**config.mk**
```make
export PLATFORM = sky130hd
export DESIGN_NAME = axi_slv_ready_lfsr
export DESIGN_NICKNAME = d
export VERILOG_FILES = /design/src/rtl/axi_bfm_pkg.sv /design/src/rtl/axi_slv_ready_lfsr.sv
export SDC_FILE = /design/constraint.sdc
export NUM_CORES = 1
export LEC_CHECK = 0
export CORE_AREA = 2 2 39 41
export CTS_BUF_LIST = sky130_fd_sc_hd__clkbuf_8
export DETAILED_ROUTE_END_ITERATION = 10
export DIE_AREA = 0 0 41 43
export SYNTH_ARGS = -nofsm -noshare
export SYNTH_HDL_FRONTEND = slang
export SYNTH_SLANG_ARGS = --single-unit
```
**constraint.sdc**
```tcl
create_clock -name clk -period 1.4 [get_ports clk]
set_input_delay 0.35 -clock clk [delete_from_list [all_inputs] [get_ports clk]]
set_output_delay 0.35 -clock clk [all_outputs]
set_load 0.02 [all_outputs]
```
**src/rtl/axi_bfm_pkg.sv**
```systemverilog
// Shared AXI encodings, FSM state types and helpers for the slave memory BFM.
package axi_bfm_pkg;

  typedef enum logic [1:0] {
    BURST_FIXED = 2'b00,
    BURST_INCR  = 2'b01,
    BURST_WRAP  = 2'b10,
    BURST_RSVD  = 2'b11
  } burst_e;

  typedef enum logic [1:0] {
    RESP_OKAY   = 2'b00,
    RESP_EXOKAY = 2'b01,
    RESP_SLVERR = 2'b10,
    RESP_DECERR = 2'b11
  } resp_e;

  typedef enum logic [1:0] {W_IDLE, W_DATA, W_RESP} wr_state_e;
  typedef enum logic {R_IDLE, R_DATA} rd_state_e;

  localparam logic [15:0] LFSR_SEED = 16'hACE1;

  // Encodings are ordered by severity, so the worse response is the larger one.
  function automatic resp_e resp_merge(input resp_e a, input resp_e b);
    if (a > b) return a;
    return b;
  endfunction

endpackage

```
**src/rtl/axi_slv_ready_lfsr.sv**
```systemverilog
// Pseudo-random stall generator for the slave BFM handshake outputs (used under AXI_SLV_BACKPRESSURE_EN).
module axi_slv_ready_lfsr
  import axi_bfm_pkg::*;
(
  input  logic clk,
  input  logic rst_n,
  input  logic awready_in,
  input  logic wready_in,
  input  logic arready_in,
  input  logic rvalid_in,
  input  logic rready,
  output logic awready_out,
  output logic wready_out,
  output logic arready_out,
  output logic rvalid_out
);

  logic [15:0] lfsr;
  logic        r_shown;

  always_ff @(posedge clk or negedge rst_n) begin
    if (!rst_n) begin
      lfsr    <= LFSR_SEED;
      r_shown <= 1'b0;
    end else begin
      lfsr    <= {lfsr[14:0], lfsr[15] ^ lfsr[13] ^ lfsr[12] ^ lfsr[10]};
      r_shown <= rvalid_out && !rready;
    end
  end

  assign awready_out = awready_in && !lfsr[0];
  assign wready_out  = wready_in  && !lfsr[5];
  assign arready_out = arready_in && !lfsr[9];
  // A beat already presented stays visible until it is taken.
  assign rvalid_out  = rvalid_in && (r_shown || !lfsr[14]);

endmodule

```
==> metrics.cfg, run 1 <==
[critical_path]
critPathArrivalTime_ns = 0.96
cpMaxStageDelayCell = dfstp_2
path_max_fanout = 2
startpoint = lfsr[0]
r2r_start = lfsr[10]
required_ns = 1.05
end_kind = output port
timing.rr.end = lfsr[0]
cpPeakStageDelay_ns = 0.53
regToRegSetupSlack_ns = 0.46
crit_chain = nor2b_1, buf_4
path_class = reg2out
startpoint_type = register
reg2reg_depth = 2
crit_end = awready_out

[finish]
syn_to_final_growth_pct = 37.5
fillers = 124
insertedDiodeCount = 0
layout.nets = 53
finalNonFillerCells = 61
drive_gt1_frac = 0.467

[yosys]
yosys.area.top_type = dfrtp_1
yosys_warnings = 0
synth.distinct_cells = 8
synth_enable_flop_cells = 0
synth_seq_cells = 17
async_flop_share = 1.00
syn_area_um2 = 500
synth_cells = 27
synth_ff_type = dfrtp_1
ys_seq_area_frac = 0.870
synth_nets = 34
netlist_top_cells_count = dfrtp_1 (9), dfstp_2 (8), nor2b_1 (3)
synth_most_common_cell = dfrtp_1
synth_area_leaders = dfrtp_1 (45%), dfstp_2 (42%), nor2b_1 (3.8%)
synth_top_area_frac = 0.450
syn_area_per_cell_um2 = 18.5

[place]
post-place-cells = 57
place_congestion = 0.667
port_buffers = 10
dp_hpwl_um = 541

[clocking]
htreeDepth = 1
postCtsSetupBuffers = 0
clockBufferDepth = 2
cts_tree = yes
cts_hold_buffers = 0
cts_buffers = 3
clock_latency_ns = 0.24
root_buffer = clkbuf_8
clock_sinks = 17
path_clk_slew_ns = 0.06

[floorplan]
die-area_mm2 = 0.00176
pin_count = 11
die-width_um = 41
start_util = 0.362
core_area_mm2 = 0.00138
num_rows = 14
die_y_um = 43

[flow_run]
maxCapViolCount = 0

[timing]
slew_headroom = 0.866
fmax_mhz = 762
clock_skew_ns = 0.000657
hold_ws_ns = 0.346
min_period_ns = 1.31
finalSetupViolations = 0
hold_violations = 0
rsz0062_at_grt = no
fin_crit_sh = 0.938
tightest_slew_ns = 0.201
drv_slew = 0

[drt]
wl_per_cell_um = 12.5
drc_errors = 0
vias = 261
avgViaCountPerCell = 4.28
antenna_left = 0
routed_wl_um = 764
drt_iter0_drc = 0
drt_pass1_iterations = 1

[power_and_ir_drop]
ir_drop_mv = 0.591
power_density_mw_per_mm2 = 1290
p_leak_nw = 0.335

[global_routing]
grt_pass1_vias = 294
gr-usage-all-layers = 0.126
grt_pass1_wl_um = 1370
overflow = 0
antenna_found_initial = 0
grt_max_degree = 18

[hold_path]
holdCritPathClass = reg2reg

[outcome]
status = complete, no violations

-- repair_timing --
action / 4_1_cts / 5_1_grt
resized for setup: 27 / 0
endpoints found under the setup margin: 4 / 0
endpoints found under the hold margin: 0 / 0
-- layer usage --
| layer | global-route usage | vias up | wire length, um |
|---|---|---|---|
| li1 | - | 117 | - |
| met1 | 0.178 | 137 | 302 |
| met2 | 0.156 | 5 | 425 |
| met3 | 0.0314 | 2 | 30 |
| met4 | 0.100 | 0 | 6 |
| met5 | 0 | - | 0 |
-- worst max-delay path, delay by kind of cell, from the launching register on --
kind / cells / cell delay, ns
buffers and inverters: 1 / 0.15
DFF: 1 / 0.53
and+or+nand+nor: 1 / 0.04
-- logic make-up (layout without fill, tap and decap cells) --
| logic type | Yosys count | in the layout | synth area share |
|---|---|---|---|
| AOI/OAI and AO/OA | 2 | 2 | 0.0250 |
| xor gates and xnor gates | 3 | 3 | 0.0525 |
| buffers and inverters | 2 | 20 | 0.0150 |
| DFF | 17 | 17 | 0.870 |
| and+or+nand+nor | 3 | 3 | 0.0375 |
-- where the power goes --
group / leakage, nW / internal, mW / switching, mW / total (mW)
registers: 0.207 / 0.494 / 0.000297 / 0.494
clock network: 0.0269 / 0.194 / 0.145 / 0.339
logic: 0.100 / 0.0259 / 0.0257 / 0.0516
-- area by class of cell --
cell class,instances,area (um^2),share of cell area
flip-flops and latches,17,435,0.633
repair buffers,14,119,0.173
multi-input cells,8,61.3,0.0891
clock buffers,3,41.3,0.0600
well taps,16,20.0,0.0291
inverters,2,7.51,0.0109
clock inverters,1,3.75,0.00545
-- flip-flops by register name, summed over array words and instances, names as in the netlist --
name / flops
r_shown: 1
lfsr: 16
-- layout by cell type, fill, tap and decap left out --
master,instances
dfrtp_1,9
dfstp_2,8
clkdlybuf4s50_1,2
xnor2_1,2
xor2_1,1
nor2b_1,3
clkbuf_8,3
inv_2,1
dlygate4sd2_1,4
inv_1,2
a21oi_2,1
buf_6,1
a211oi_1,1
buf_4,7
-- per-stage QoR --
stage	setup TNS, ns	utilization	cell area (um^2)	worst slack, ns	power (mW)
2_1_floorplan	0	-	500	0.327	0.517
3_3_place_gp	-1.93	0.470	651	-0.511	0.556
3_5_place_dp	-2.03	0.470	651	-0.594	0.559
4_1_cts	0	0.497	688	0.0757	0.905
5_1_grt	0	0.497	688	0.0416	0.938
6_report	0	0.497	688	0.0874	0.885
-- worst min path at each step --
| stage | startpoint | to | slack (ns) | depth (start not counted) |
|---|---|---|---|---|
| floorplan | rst_n | lfsr[12] | 0.05 | 0 |
| global placement | lfsr[8] | lfsr[9] | 0.34 | 0 |
| detailed placement | lfsr[8] | lfsr[9] | 0.34 | 0 |
| CTS | lfsr[8] | lfsr[9] | 0.35 | 0 |
| global route | lfsr[8] | lfsr[9] | 0.36 | 0 |
| finish | lfsr[8] | lfsr[9] | 0.35 | 0 |
Note: power is estimated with default switching activity, not from simulation.
==> inputs of run 2 (changes only) <==
--- a/config.mk
+++ b/config.mk
@@ -5,10 +5,10 @@
 export SDC_FILE = /design/constraint.sdc
 export NUM_CORES = 1
 export LEC_CHECK = 0
-export CORE_AREA = 2 2 39 41
+export CORE_AREA = 10 10 47 49
 export CTS_BUF_LIST = sky130_fd_sc_hd__clkbuf_8
 export DETAILED_ROUTE_END_ITERATION = 10
-export DIE_AREA = 0 0 41 43
+export DIE_AREA = 0 0 57 59
 export SYNTH_ARGS = -nofsm -noshare
 export SYNTH_HDL_FRONTEND = slang
 export SYNTH_SLANG_ARGS = --single-unit
==> metrics.cfg, run 2 (synthesized netlist as in run 1, its figures left out) <==
[floorplan]
die_y_um = 59
die-area_mm2 = 0.00336
start_util = 0.357
pin_count = 11
num_rows = 14
core_area_mm2 = 0.00140
die-width_um = 57

[drt]
drc_errors = 0
dr.max_layer_used = met3
drt-met1-wl_um = 352
antenna_left = 0
routed_wl_um = 854
drt_iter0_drc = 2
wl_per_cell_um = 13.8
vias = 262
avgViaCountPerCell = 4.23
route.met3.wl_um = 52
drt_pass1_iterations = 2
route.met2.wl_um = 448

[timing]
slew_headroom = 0.871
drv_slew = 0
fin_crit_sh = 0.944
fmax_mhz = 756
hold_violations = 0
clock_skew_ns = 0.00112
tightest_slew_ns = 0.192
rsz0062_at_grt = no
hold_ws_ns = 0.356
finalSetupTns_ns = 0
setup_slack_ns = 0.0781
min_period_ns = 1.32
finalSetupViolations = 0

[hold_path]
min_from = lfsr[1]
holdCritPathClass = reg2reg

[global_routing]
grt_max_degree = 18
grt_pass1_vias = 308
gr-usage-all-layers = 0.0612
antenna_found_initial = 0
overflow = 0
grt_pass1_wl_um = 1470

[critical_path]
r2r_start = lfsr[10]
path_class = reg2out
startpoint_type = register
required_ns = 1.05
critPathArrivalTime_ns = 0.97
startpoint = lfsr[5]
end_kind = output port
path_max_fanout = 2

[clocking]
clockBufferDepth = 2
htreeDepth = 1
root_buffer = clkbuf_8
path_clk_slew_ns = 0.06
cts_buffers = 3
cts_tree = yes
clock_latency_ns = 0.25
clock_sinks = 17

[power_and_ir_drop]
power_density_mw_per_mm2 = 1280
p_leak_nw = 0.339
finalPower_mw = 0.888
ir_drop_mv = 0.681

[finish]
final_cell_mix = dfrtp_1 (9), dfstp_2 (8), buf_4 (8)
insertedDiodeCount = 0
largest_reg_flops = 16
ff_latch_area_um2 = 435
biggestRegsByFlops = lfsr x16, r_shown x1
multi_input_area_um2 = 61.3
final_area_um2 = 696
top_register = lfsr
fin_util = 0.496
syn_to_final_growth_pct = 39.0
finalNonFillerCells = 62
fillers = 136
layout_commonest_cell = dfrtp_1
layout.nets = 54
drive_gt1_frac = 0.478

[place]
post_dp_cell_area_um2 = 658
dp_hpwl_um = 650
port_buffers = 10
pre_cts_slack_ns = -0.540
place_congestion = 0.667
post-place-cells = 58

[flow_run]
maxCapViolCount = 0

[outcome]
status = complete, no violations

[run 2: path summary, 6_finish.rpt]
check                                   to  slack (ns)  cells after the start
worst min-delay path               lfsr[2]        0.36                      0
min in group asynchronous          lfsr[4]        0.41                      2
max in group asynchronous          lfsr[6]        0.75                      2
worst min register to register     lfsr[2]        0.36                      0
worst max register to register     lfsr[0]        0.44                      2
worst max-delay path            wready_out        0.08                      2
[run 2: cell type report]
class / instances / share of cell area
clock inverters: 1 / 0.00540
clock buffers: 3 / 0.0594
repair buffers: 15 / 0.182
well taps: 16 / 0.0288
inverters: 2 / 0.0108
multi-input cells: 8 / 0.0881
flip-flops and latches: 17 / 0.626
[run 2: layer usage]
layer,vias up,GRT usage
met5,-,0
met4,0,0.0604
met3,0,0.0451
met2,6,0.0884
met1,136,0.0539
li1,120,-
[run 2: report_power, final]
group / switching, mW / leakage [nW] / internal (mW)
Combinational: 0.0258 / 0.105 / 0.0276
Sequential: 0.000293 / 0.207 / 0.494
Clock: 0.146 / 0.0269 / 0.194
Total: 0.172 / 0.339 / 0.716
[run 2: timing repair]
item | 4_1_cts | 5_1_grt
setup buffers | 0 | 0
hold buffers | 0 | 0
resized for setup | 27 | 0
endpoints found under the setup margin | 4 | 0
[run 2: worst max-delay path: stages (launching register included)]
cell	delay, ns
dfstp_2	0.53
nor2b_1	0.05
buf_4	0.15
